[src/rtl/alarm_ring_scheduler.sv]
// Alarm buzzer scheduler: queues BCD alarm matches on the 1 Hz tick and serves them
// one at a time with stop, snooze and auto-timeout. Optional macro: ALARM_SNOOZE_LIMIT_EN.
module alarm_ring_scheduler #(
    parameter int unsigned RING_SECONDS   = 60,
    parameter int unsigned SNOOZE_SECONDS = 300
) (
    input  logic        clk,
    input  logic        reset_n,
    input  logic        tick_1hz,
    input  logic [23:0] cur_time,
    input  logic [23:0] alarm_time1,
    input  logic [23:0] alarm_time2,
    input  logic [23:0] alarm_time3,
    input  logic [2:0]  alarm_en,
    input  logic        stop_btn,
    input  logic        snooze_btn,
    output logic        ring,
    output logic [1:0]  ring_id,
    output logic [2:0]  pending,
    output logic        snoozing
);

    typedef enum logic [1:0] {
        ST_IDLE   = 2'd0,
        ST_RING   = 2'd1,
        ST_SNOOZE = 2'd2
    } state_e;

    localparam logic [7:0] RING_LIMIT = 8'(RING_SECONDS);
    localparam logic [9:0] SNZ_LIMIT  = 10'(SNOOZE_SECONDS);

    state_e      state_q, state_d;
    logic        ring_q, ring_d;
    logic [1:0]  ring_id_q, ring_id_d;
    logic [2:0]  pending_q, pending_d;
    logic        snoozing_q, snoozing_d;
    logic [7:0]  ring_cnt_q, ring_cnt_d;
    logic [9:0]  snz_cnt_q, snz_cnt_d;
    logic        stop_btn_q, stop_btn_d;
    logic        snz_btn_q, snz_btn_d;
`ifdef ALARM_SNOOZE_LIMIT_EN
    logic [1:0]  snz_num_q, snz_num_d;
`endif

    logic [2:0]  match_s;
    logic [2:0]  clr_s;
    logic        stop_edge_s;
    logic        snz_edge_s;
    logic [7:0]  ring_cnt_inc_s;
    logic [9:0]  snz_cnt_inc_s;
    logic [1:0]  first_s;

    // Lowest set index of the pending vector (fixed priority: alarm 1 first).
    function automatic logic [1:0] first_set(input logic [2:0] vec);
        logic [1:0] idx;
        if (vec[0]) begin
            idx = 2'd0;
        end else if (vec[1]) begin
            idx = 2'd1;
        end else begin
            idx = 2'd2;
        end
        return idx;
    endfunction

    // Match detection, button edges and saturating counter increments.
    always_comb begin
        match_s[0]     = tick_1hz & alarm_en[0] & (alarm_time1 == cur_time);
        match_s[1]     = tick_1hz & alarm_en[1] & (alarm_time2 == cur_time);
        match_s[2]     = tick_1hz & alarm_en[2] & (alarm_time3 == cur_time);
        stop_edge_s    = stop_btn & ~stop_btn_q;
        snz_edge_s     = snooze_btn & ~snz_btn_q;
        ring_cnt_inc_s = (ring_cnt_q == 8'hFF) ? ring_cnt_q : (ring_cnt_q + {7'd0, tick_1hz});
        snz_cnt_inc_s  = (snz_cnt_q == 10'h3FF) ? snz_cnt_q : (snz_cnt_q + {9'd0, tick_1hz});
        first_s        = first_set(pending_q);
    end

    // Next-state logic for the service FSM, counters and pending queue.
    always_comb begin
        state_d    = state_q;
        ring_id_d  = ring_id_q;
        ring_cnt_d = ring_cnt_q;
        snz_cnt_d  = snz_cnt_q;
        clr_s      = 3'b000;
`ifdef ALARM_SNOOZE_LIMIT_EN
        snz_num_d  = snz_num_q;
`endif
        case (state_q)
            ST_IDLE: begin
                if (pending_q != 3'b000) begin
                    state_d    = ST_RING;
                    ring_id_d  = first_s;
                    clr_s      = 3'b001 << first_s;
                    ring_cnt_d = 8'd0;
`ifdef ALARM_SNOOZE_LIMIT_EN
                    snz_num_d  = 2'd0;
`endif
                end else begin
                    state_d = ST_IDLE;
                end
            end
            ST_RING: begin
                // Timeout is judged on the count including this cycle's tick.
                if (stop_edge_s || (ring_cnt_inc_s >= RING_LIMIT)) begin
                    state_d = ST_IDLE;
                end else if (snz_edge_s) begin
`ifdef ALARM_SNOOZE_LIMIT_EN
                    if (snz_num_q == 2'd3) begin
                        state_d = ST_IDLE;
                    end else begin
                        snz_num_d = snz_num_q + 2'd1;
                        state_d   = ST_SNOOZE;
                        snz_cnt_d = 10'd0;
                    end
`else
                    state_d   = ST_SNOOZE;
                    snz_cnt_d = 10'd0;
`endif
                end else begin
                    ring_cnt_d = ring_cnt_inc_s;
                end
            end
            ST_SNOOZE: begin
                if (stop_edge_s) begin
                    state_d = ST_IDLE;
                end else if (snz_cnt_inc_s >= SNZ_LIMIT) begin
                    state_d    = ST_RING;
                    ring_cnt_d = 8'd0;
                end else begin
                    snz_cnt_d = snz_cnt_inc_s;
                end
            end
            default: begin
                state_d = ST_IDLE;
            end
        endcase

        // A match in the same cycle as selection keeps its bit queued.
        pending_d  = ((pending_q & ~clr_s) | match_s) & alarm_en;
        ring_d     = (state_d == ST_RING);
        snoozing_d = (state_d == ST_SNOOZE);
        stop_btn_d = stop_btn;
        snz_btn_d  = snooze_btn;
    end

    // State and output registers with synchronous active-low reset.
    always_ff @(posedge clk) begin
        if (!reset_n) begin
            state_q    <= ST_IDLE;
            ring_q     <= 1'b0;
            ring_id_q  <= 2'd0;
            pending_q  <= 3'b000;
            snoozing_q <= 1'b0;
            ring_cnt_q <= 8'd0;
            snz_cnt_q  <= 10'd0;
            stop_btn_q <= 1'b0;
            snz_btn_q  <= 1'b0;
`ifdef ALARM_SNOOZE_LIMIT_EN
            snz_num_q  <= 2'd0;
`endif
        end else begin
            state_q    <= state_d;
            ring_q     <= ring_d;
            ring_id_q  <= ring_id_d;
            pending_q  <= pending_d;
            snoozing_q <= snoozing_d;
            ring_cnt_q <= ring_cnt_d;
            snz_cnt_q  <= snz_cnt_d;
            stop_btn_q <= stop_btn_d;
            snz_btn_q  <= snz_btn_d;
`ifdef ALARM_SNOOZE_LIMIT_EN
            snz_num_q  <= snz_num_d;
`endif
        end
    end

    assign ring     = ring_q;
    assign ring_id  = ring_id_q;
    assign pending  = pending_q;
    assign snoozing = snoozing_q;

endmodule

[config.mk]
export PLATFORM = sky130hd
export DESIGN_NAME = alarm_ring_scheduler
export DESIGN_NICKNAME = d
export VERILOG_FILES = /design/src/rtl/alarm_ring_scheduler.sv
export SDC_FILE = /design/constraint.sdc
export NUM_CORES = 1
export LEC_CHECK = 0
export ABC_CLOCK_PERIOD_IN_PS = 2100
export BUFFER_PORTS_ARGS = -buffer_cell sky130_fd_sc_hd__buf_2
export CAP_MARGIN = 20
export CORE_ASPECT_RATIO = 1.25
export CORE_MARGIN = 2
export CORE_UTILIZATION = 44
export DETAILED_ROUTE_END_ITERATION = 7
export HOLD_SLACK_MARGIN = 0.03
export PLACE_DENSITY = 0.78
export SYNTH_ARGS = -nofsm -noshare
export SYNTH_HDL_FRONTEND = slang
export SYNTH_SLANG_ARGS = --single-unit
[constraint.sdc]
create_clock -name clk -period 2.1 [get_ports clk]
set_input_delay 0 -clock clk [delete_from_list [all_inputs] [get_ports clk]]
set_output_delay 0 -clock clk [all_outputs]
set_load 0.005 [all_outputs]
==> results of run 1 <==
how the worst max path moves through the flow:
stage / slack [ps] / from / to / cells past startpoint
floorplan: 2 / snz_cnt_q[0] / snz_cnt_q[7] / 10
global placement: -50 / snz_cnt_q[0] / ring_cnt_q[0] / 10
detailed placement: -110 / snz_cnt_q[0] / ring_cnt_q[1] / 10
CTS: 0.7 / snz_cnt_q[0] / ring_cnt_q[7] / 9
global route: -220 / ring_cnt_q[0] / snz_cnt_q[4] / 12
finish: -120 / ring_cnt_q[0] / snz_cnt_q[6] / 11
critical path, cell delays in order (launching register included):
cell,delay [ps]
dfxtp_2,330
ha_4,160
buf_4,130
ha_4,160
inv_2,50
o211ai_1,90
a211oi_2,310
buf_4,180
o32ai_2,70
o21ai_2,270
nor2_1,90
o221a_1,250
registers in the layout (all words and copies together) (netlist names):
signal and flops:
pending 3, snoozing 1, state_q 2, ring 1, snz_cnt_q 10, ring_id 2, ring_cnt_q 8, snz_btn_q 1
stop_btn_q 1
cell type report:
cell class	count	area (µm²)
clock inverter	1	5.00
fill	410	1790
tap	64	80.1
sequential	29	584
timing repair buffer	148	872
inverter	4	15.0
multi-input combinational	262	2040
clock buffer	7	96.3
kinds of logic (layout without fill, tap and decap cells):
family,Yosys count,after routing,synth area share
buffers and inverters,15,160,0.0347
AND/OR/NAND/NOR,119,119,0.266
adder cells (fa/ha/maj),4,4,0.0199
XOR/XNOR,73,73,0.254
flip-flops,29,29,0.230
AO/OA/AOI/OAI,65,66,0.196
through the flow:
| step | power [µW] | hold WS, ps | util | cell area, µm² |
|---|---|---|---|---|
| floorplan | 1100 | 114 | - | 2530 |
| global placement | 1430 | 213 | 0.605 | 3310 |
| detailed placement | 1440 | 221 | 0.605 | 3310 |
| CTS | 1980 | 84.2 | 0.656 | 3590 |
| global route | 2140 | 147 | 0.673 | 3690 |
| finish | 2030 | 124 | 0.673 | 3690 |
where the power goes:
group          internal, µW  total, µW  leakage, µW  switching [µW]
logic                   418        916      0.00121             498
clock network           296        508    0.0000542             212
registers               581        611     0.000236            30.6
cells in the final DEF (no fill, tap or decap), types with 4 or more instances in the layout:
cell type        n
o211ai_1         7
nor2b_1          5
nand3_1          8
a21oi_1          9
nor3_1           8
dlygate4sd3_1    5
ha_4             4
nor4_1          10
a31oi_1          5
clkbuf_8         7
o221a_1          6
nand2_1         13
o21ai_2          4
o21ai_0          6
xnor2_1         27
nand2b_1         4
buf_4           29
nand4_1         15
o21ai_1          9
buf_2          110
and2_1           6
nor2_1          24
xor2_1          46
dfxtp_1         26
nand3_2          6
routing by layer:
metal	part of all wire	wire (µm)	up-vias	GRT usage
met2	0.50	4130	147	0.465
li1	-	-	1409	-
met3	0.075	621	35	0.0273
met1	0.38	3140	1307	0.292
met4	0.047	393	0	0.141
met5	0	0	-	0
timing repair:
item | 4_1_cts | 5_1_grt
endpoints found under the setup margin | 19 | 21
resized for setup | 25 | 13
gates cloned | 0 | 1
pin swaps | 8 | 10
buffers inserted | 3 | 3
hold endpoints to repair | 5 | 0
hold buffers | 5 | 0
==> impl_results.md, run 1 <==
- Outcome: finished, violations left
- Failing checks: negative setup slack
- Tmin final: 2220 ps
- Worst Max-Slew Pin Slew: 510 ps
- DR vias/cell: 5.63
- Clock skew: 6.11 ps
- Post-synth top area cell: dfxtp_1
- Mapped Cells: 305
- Layout Cells excl Fill: 515
- Register area share after synthesis: 0.230
- Worst path arrival time: 2390 ps
- Critical Setup Path Class: reg2reg
- Worst R2R Setup Slack: -120 ps
- DRT antenna net count: 0
- Fin nets: 558
- Avg Cell Area, Syn: 8.27 µm²
- Crit path launch type: register
- RSZ-0062 raised after global routing: true
- PwrDens: about 550 mW/mm²
- Initial DRT Pass Iterations: 4
- Core area: 0.00548 mm²
- Hpwl dp: 6.37 mm
- Worst reg2reg endpoint: snz_cnt_q[6]
- Worst setup EP type: register
- Setup slack after layout: -120 ps
- Num CTS Buffers: 5
- Commonest register cell after synthesis: dfxtp_1
- Required time of the critical path: ~2300 ps
- Asr flop ratio synth: 0
- Port-buffer cells: 110
- Vias in the first global route: 2,822
- Post-Place Cells: 496
- Post-Syn Area: 0.00252 mm²
- Commonest cells post-synth: 46 x xor2_1, 29 x dfxtp_1, 27 x xnor2_1, 24 x nor2_1, 15 x nand4_1
- Worst hold path endpoint: pending[0]
- Max-cap violations: 0
- IO Count: 111
- Final setup viols: 20
- Fin crit share: 1.06
- Most frequent cell after synthesis: xor2_1
- Initial antenna violation count: 0
- Endpoints failing hold: 0
- H-tree depth: 2
- Min-delay src: reset_n
- Die Footprint: around 0.0064 mm²
- Synth warn: 0
- P_leak: 0.00150 µW
- FP Rows: 30
- Gpl congestion: 0.918
- Maximum vdd drop: 402 µV
- Layout cells sized above 1: 0.424
- DR WL/cell: ~16 µm
- Synth cell types: 49
- Post-synth EDFFs: 0
- Drt drc: 0
- Inserted Diodes: 0
- Top cells by area, synth: dfxtp_1 23%, xor2_1 16%, xnor2_1 9.4%
- CTS tree: yes
- Clk sinks: 29
- Syn Nets: 413
- Fmax: 450 MHz
- Crit path max fanout: 4
- Total congestion overflow: 0
- Die span in y: 88.6 µm
- R2R cell count: 11
- Root buffer selected by CTS: clkbuf_8
- CTS max path bufs: 2
- GRT Total Usage: 0.256
- First-pass GRT wire length: between 10 and 15 mm
- RR Startpoint: ring_cnt_q[0]
- Worst hold stages: 3
- Worst slack, placed: -111 ps
- Starting Density: 0.460
- Via count: 2,898
- Worst min path class: in2reg
- Die Width: 71.7 µm
- Clock latency on the worst-skew pair: ~280 ps
- Post-route setup TNS: -1210 ps
- Synth-to-Final Area Change: 46.4%
- Seq cells post-synth: 29
- Starting DRT DRC Count: about 180
- Routed Wire Length: 8.28 mm
- CTS clock-pin slew for the worst setup and hold paths: 60 ps
- Largest net degree at the start of global routing: 17
- Top cell type's share of synthesized area: 0.230
- Final max-slew violation count: 0
- Slew HR: 0.656
Power figures use the tool's default switching activity.
==> run 2, diff against run 1 <==
Settings changed: ABC_AREA set to 1, CORE_UTILIZATION 44 to 45.
==> run 2 against run 1 <==
The flow now finishes without violations. Final area rose by 4.9%. Clock power rose by 9.4%. Sequential power fell by 9.8%. Largest power group is now clock. Worst hold slack improved by 16 ps. Final cell count rose by 32%. Synthesized cell count rose by 53%. Worst setup slack improved by 220 ps. Core utilization fell by 3.7 points.
==> impl_results.md, run 2 <==
- CTS clock-pin slew for the worst setup and hold paths: 60 ps (about the same)
- First-pass GRT wire length: 13.8 mm (+7.8%)
- Mux share of post-synthesis cell area: 0 (unchanged)
- Core area: 0.00609 mm² (+11%)
- Clock skew: 4.76 ps (-1.35 ps)
- # fillers: 566 (+38%)
- End point of the critical path: snz_cnt_q[1]
- Met2 WL post-DR: 4.81 mm (+16%)
- Most frequent cell after synthesis: nand2_1
- Final max-slew violation count: 0 (unchanged)
- Syn Nets: 575 (+39%)
- Largest net degree at the start of global routing: 22 (+5)
- Required time of the critical path: 2270 ps (about the same)
- Clock latency on the worst-skew pair: 280 ps (about the same)
- Port-buffer cells: 110 (unchanged)
- Clk pwr share: 0.391 (+0.141)
- Fin nets: 704 (+26%)
- DRT antenna net count: 0 (unchanged)
- Most frequent cells in the layout: 118 x nand2_1, 110 x buf_2, 70 x inv_1
- Endpoints failing hold: 0 (unchanged)
- Maximum vdd drop: 279 µV (-31%)
- Initial DRT Pass Iterations: 7 (+3)
- GRT Total Usage: 0.256 (-0.000415)
- Mapped Cells: 467 (+53%)
- Max FFs per register: 10 (unchanged)
- Layout cells sized above 1: 0.302 (-0.121)
- Fin crit share: 0.954 (-0.103)
- H-tree depth: 2 (unchanged)
- Commonest register cell after synthesis: dfxtp_1
- Crit path launch type: register
- CTS tree: yes
- Starting DRT DRC Count: 243 (+34%)
- Vias in the first global route: 3,187 (+13%)
- Die Width: 74.4 µm (+3.7%)
- Post-synthesis adder-cell area fraction: 0.0180 (-0.00187)
- Synth cell types: 33 (-33%)
- Worst Max-Slew Pin Slew: 475 ps (-35.0 ps)
- Crit path max fanout: 5 (+1)
- Part of the power in registers: 0.388 (+0.088)
- IO Count: 111 (unchanged)
- Largest family of logic cells by synthesized area: simple AND/OR/NAND/NOR gates
- Int Power: 1040 µW (-19%)
- Seq cells post-synth: 29 (unchanged)
- Simple-Gate Fraction of Synth Area: 0.418 (+0.153)
- Die Footprint: 0.00684 mm² (+7.6%)
- Psw: 377 µW (-49%)
- RSZ-0062 raised after global routing: true
- CTS max path bufs: 2 (unchanged)
- Routed Wire Length: 9.15 mm (+10%)
- R2R cell count: 16 (+5)
- Slew HR: 0.681 (+0.0248)
- DR WL/cell: 13.4 µm (-17%)
- Asr flop ratio synth: 0 (unchanged)
- Uppermost layer routed: met4
- Compound-cell area share of the yosys netlist: 0.148 (-0.0477)
- Avg Cell Area, Syn: 5.96 µm² (-28%)
- Top cell type's share of synthesized area: 0.209 (-0.0217)
- Worst R2R Setup Slack: 100 ps (+220 ps)
- Gpl congestion: 0.954 (+3.9%)
- Hpwl dp: 7.21 mm (+13%)
- Root buffer selected by CTS: clkbuf_8
- Worst hold slack: 140 ps (+15.9 ps)
- Clk sinks: 29 (unchanged)
- Die span in y: 91.9 µm (+3.7%)
- Worst path cell trace: ha_4, ha_4, inv_1, nor2_2, nand2_1, nand2_1, nand2_1, inv_1, nand2_1, nand2_1, nand2_1, nand2_2, nand4_4, clkbuf_16, a21oi_1, nor2_1
- Synth warn: 0 (unchanged)
- PwrDens: 367 mW/mm² (-33%)
- CP startpoint: snz_cnt_q[0]
- Worst path arrival time: 2180 ps (-210 ps)
- Post-Route M1 WL: 3.44 mm (+9.7%)
- Register area share after synthesis: 0.209 (-0.0217)
- Worst reg2reg endpoint: snz_cnt_q[1]
- Most frequent CP cell: nand2_1
- Tmin final: 2000 ps (-217 ps)
- Worst min path class: in2reg
- Total congestion overflow: 0 (unchanged)
- Initial antenna violation count: 0 (unchanged)
- Post-synth top area cell: dfxtp_1
- Sw frac: 0.265 (-0.0987)
- Tot Pwr: 1420 µW (-30%)
- FP Rows: 32 (+6.7%)
- Max incr delay on CP: 340 ps (about the same)
- Most flops, register: snz_cnt_q
- Worst setup EP type: register
- RR Startpoint: snz_cnt_q[0]
- Top cells by area, synth: dfxtp_1 21%, nand2_1 16%, inv_1 9.6%
- Fmax: 499 MHz (+11%)
- Starting Density: 0.457 (-0.00260)
- Critical Setup Path Class: reg2reg
- Slowest stage cell, crit path: dfxtp_2
- Via count: 3,566 (+23%)
- Post-Syn Area: 0.00278 mm² (+10%)
- Drt drc: 0 (unchanged)
- Commonest non-fill, non-tap cell in the layout: nand2_1
- Commonest cells post-synth: 122 x nand2_1, 71 x inv_1, 53 x nor2_1, 29 x dfxtp_1, 29 x nand3_1
- Final setup viols: 0 (-100%)
- Gate power share: 0.221 (-0.229)
- Met3 WL: 541 µm (-13%)
- Final core area utilization: 0.636 (-0.0372)
- Post-synth EDFFs: 0 (unchanged)
- Inserted Diodes: 0 (unchanged)
- Synth-to-Final Area Change: 39.1%
- Num CTS Buffers: 5 (unchanged)
- P_leak: 0.00199 µW (+33%)
- Max-cap violations: 0 (unchanged)
- Synth Area in XOR/XNOR: 0.0881 (-0.166)
- Outcome: complete, no violations
- DR vias/cell: 5.24 (-6.9%)
## run 2: changes by cell type in the layout (fill, tap and decap cells not counted), moves of 19 or more
cell,before,now
nand2_1,13,118
inv_1,3,70
xor2_1,46,13
nor2_1,24,49
buf_4,29,8
nand3_1,8,27
## run 2: worst min-delay path by stage
stage	endpoint	cells after the start	from
2_1_floorplan	snz_btn_q	2	snooze_btn
3_3_place_gp	stop_btn_q	3	stop_btn
3_5_place_dp	stop_btn_q	3	stop_btn
4_1_cts	ring_cnt_q[3]	3	reset_n
5_1_grt	ring_cnt_q[2]	3	reset_n
6_report	pending[2]	6	alarm_time3[20]
## run 2: layer usage
metal / track usage / vias to the layer above
met5: 0 / -
met1: 0.286 / 1582
li1: - / 1777
met3: 0.0264 / 37
met4: 0.0982 / 0
met2: 0.478 / 170
## run 2: stage by stage
step                cell area (µm²)  cells  worst slack [ps]  setup TNS, ps
global placement               3500    665              15.8              0
global route                   3870    681             -62.5           -330
detailed placement             3500    665             -26.7           -183
floorplan                      2780    467               141              0
CTS                            3660    677              17.4              0
finish                         3870    681              96.6              0
## run 2: critical path, delay by kind of cell (launching register included)
kind,cells,cell delay (ps)
compound gates,1,130
flops,1,340
fa+ha+maj,2,310
simple gates,10,740
buf+inv,3,360
## run 2: area by class of cell
class	count	area, µm²	share of cell area
Clock buffer	5	68.8	0.0178
Clock inverter	2	35.0	0.00905
Inverter	73	274	0.0708
Multi-Input combinational cell	358	2010	0.518
Sequential cell	29	589	0.152
Tap cell	85	106	0.0275
Timing Repair Buffer	129	791	0.204
## run 2: cell families (layout without fill, tap and decap cells)
kind of cell,after synthesis,after routing
simple gates,256,256
flops,29,29
buf+inv,80,209
compound gates,70,70
xor+xnor,28,28
fa+ha+maj,4,4
## run 2: timing repair
action,in CTS,in global routing
pin swaps,0,8
resized for setup,4,30
hold endpoints to repair,5,0
hold buffers,5,0
gates cloned,0,2
setup endpoints to repair,10,22
setup buffers,0,2
## run 2: power groups by stage
stage          Sequential [µW]  Combinational, µW  Clock, µW
2_1_floorplan              565                141          0
3_3_place_gp               565                296          0
6_report                   551                315        556
5_1_grt                    551                345        588
3_5_place_dp               565                300          0
4_1_cts                    552                309        564
==> run 3, diff against run 2 <==
Settings changed: MAX_ROUTING_LAYER set to met4.
==> run 3 against run 2 <==
Final cell count did not move. Power barely moved. Highest routed layer unchanged. First-iteration DRC count fell by 1.2%. Critical endpoint is now snz_cnt_q[8]. Maximum frequency rose by 0.56%.
==> impl_results.md, run 3 (synthesis results as in run 2) <==
- DRT antenna net count: 0 (unchanged)
- WP buf/inv: 2 (-1)
- Layout cells sized above 1: 0.302 (unchanged)
- Fmax: 502 MHz (+0.56%)
- Hpwl dp: 7.21 mm (unchanged)
- Setup slack after layout: 108 ps (+11.1 ps)
- RSZ-0062 raised after global routing: true
- Slew HR: 0.687 (+0.00692)
- Num CTS Buffers: 5 (unchanged)
- Die Footprint: 0.00684 mm² (unchanged)
- Clock skew: 5.14 ps (+0.374 ps)
- GRT Total Usage: 0.262 (+0.00678)
- PwrDens: 367 mW/mm² (about the same)
- Delay-heaviest family, CP: simple AND/OR/NAND/NOR gates
- Max FFs per register: 10 (unchanged)
- Vias in the first global route: 3,190 (+0.094%)
- Worst min path class: in2reg
- Largest net degree at the start of global routing: 22 (unchanged)
- Worst slack, placed: -26.7 ps (unchanged)
- Core area: 0.00609 mm² (unchanged)
- Maximum vdd drop: 277 µV (-0.53%)
- Tmin final: 1990 ps (-11.1 ps)
- Total congestion overflow: 0 (unchanged)
- FP Rows: 32 (unchanged)
- Max-cap violations: 0 (unchanged)
- Worst path cell trace: nand2_2, inv_1, nand2_1, o21ai_1, nand3_1, nor2_1, nand3_2, or2_4, buf_12, a21oi_1, nor2_1
- Fin nets: 704 (unchanged)
- Most flops, register: snz_cnt_q
- Root buffer selected by CTS: clkbuf_8
- Starting DRT DRC Count: 240 (-1.2%)
- First-pass GRT wire length: 13.8 mm (unchanged)
- DR vias/cell: 5.21 (-0.50%)
- Worst setup EP type: register
- Slowest stage cell, crit path: dfxtp_1
- Most frequent cells in the layout: 118 x nand2_1, 110 x buf_2, 70 x inv_1
- Tot Pwr: 1420 µW (about the same)
- CTS clock-pin slew for the worst setup and hold paths: 60 ps (about the same)
- Die span in y: 91.9 µm (unchanged)
- Initial DRT Pass Iterations: 5 (-2)
- Layout Cells excl Fill: 681 (unchanged)
- Worst hold slack: 144 ps (+3.43 ps)
- CTS max path bufs: 2 (unchanged)
- Clock latency on the worst-skew pair: 280 ps (about the same)
- IO Count: 111 (unchanged)
- Routed Wire Length: 9.17 mm (+0.26%)
- H-tree depth: 2 (unchanged)
- Inserted Diodes: 0 (unchanged)
- Worst path arrival time: 2160 ps (-20 ps)
- Most frequent CP cell: nor2_1
- Drt drc: 0 (unchanged)
- # fillers: 566 (unchanged)
- Starting Density: 0.457 (unchanged)
- Critical Setup Path Class: reg2reg
- Max incr delay on CP: 430 ps (+90 ps)
- P_leak: 0.00199 µW (unchanged)
- Post-route setup TNS: 0 ps (unchanged)
- Final max-slew violation count: 0 (unchanged)
- Gpl congestion: 0.972 (+1.8%)
- Post-Place Cells: 665 (unchanged)
- Endpoints failing hold: 0 (unchanged)
- Commonest non-fill, non-tap cell in the layout: nand2_1
- Die Width: 74.4 µm (unchanged)
- Required time of the critical path: 2270 ps (about the same)
- CTS tree: yes
- Worst Max-Slew Pin Slew: 464 ps (-10.3 ps)
- Synth-to-Final Area Change: 39.1% (unchanged)
- DR WL/cell: 13.5 µm (+0.26%)
- Clk sinks: 29 (unchanged)
- Crit path max fanout: 8 (+3)
- Final setup viols: 0 (unchanged)
- Fin crit share: 0.949 (-0.00529)
- Outcome: complete, no violations
- Initial antenna violation count: 0 (unchanged)
- Crit path launch type: register
- Via count: 3,548 (-0.50%)
- Port-buffer cells: 110 (unchanged)
==> run 3: cell counts in the layout (fill, tap and decap cells not counted) <==
No cell type changed its count.
==> run 3: layout make-up <==
type	instances	area [µm²]	area share
Clock buffer	5	68.8	0.0178
Clock inverter	2	35.0	0.00905
Inverter	73	274	0.0708
Multi-Input combinational cell	358	2010	0.518
Sequential cell	29	589	0.152
Tap cell	85	106	0.0275
Timing Repair Buffer	129	791	0.204
==> run 3: routing by layer <==
layer	GRT usage	wire length (µm)
met4	0.0982	331
met5	-	0
met3	0.0275	507
met1	0.285	3470
met2	0.478	4860
==> run 3: timing repair <==
item / 4_1_cts / 5_1_grt
endpoints found under the setup margin: 10 / 22
gates resized for setup: 4 / 30
setup buffers: 0 / 2
gates cloned: 0 / 2
hold endpoints to repair: 5 / 0
pin swaps: 0 / 8
hold buffers: 5 / 0
==> run 3: tightest hold or removal path, stage by stage <==
cell,delay (ps)
buf_2,90
xnor2_1,50
nand2_1,50
nor4_1,40
nand3_1,80
a21oi_1,70
==> run 3: final timing paths <==
kind | startpoint | end | slack [ps] | depth (start not counted)
max | ring_cnt_q[3] | snz_cnt_q[8] | 110 | 11
min | alarm_time3[20] | pending[2] | 140 | 6
max reg2reg | ring_cnt_q[3] | snz_cnt_q[8] | 110 | 11
min reg2reg | ring_id[0] | ring_id[0] | 460 | 2
==> run 3: power breakdown <==
group	total (µW)	switching, µW	internal (µW)
clock network	554	210	344
registers	551	0.502	551
logic	315	165	150
==> run 3: per-stage QoR <==
step | cell area, µm² | utilization
3_5_place_dp | 3500 | 0.575
2_1_floorplan | 2780 | -
5_1_grt | 3870 | 0.636
6_report | 3870 | 0.636
3_3_place_gp | 3500 | 0.575
4_1_cts | 3660 | 0.601
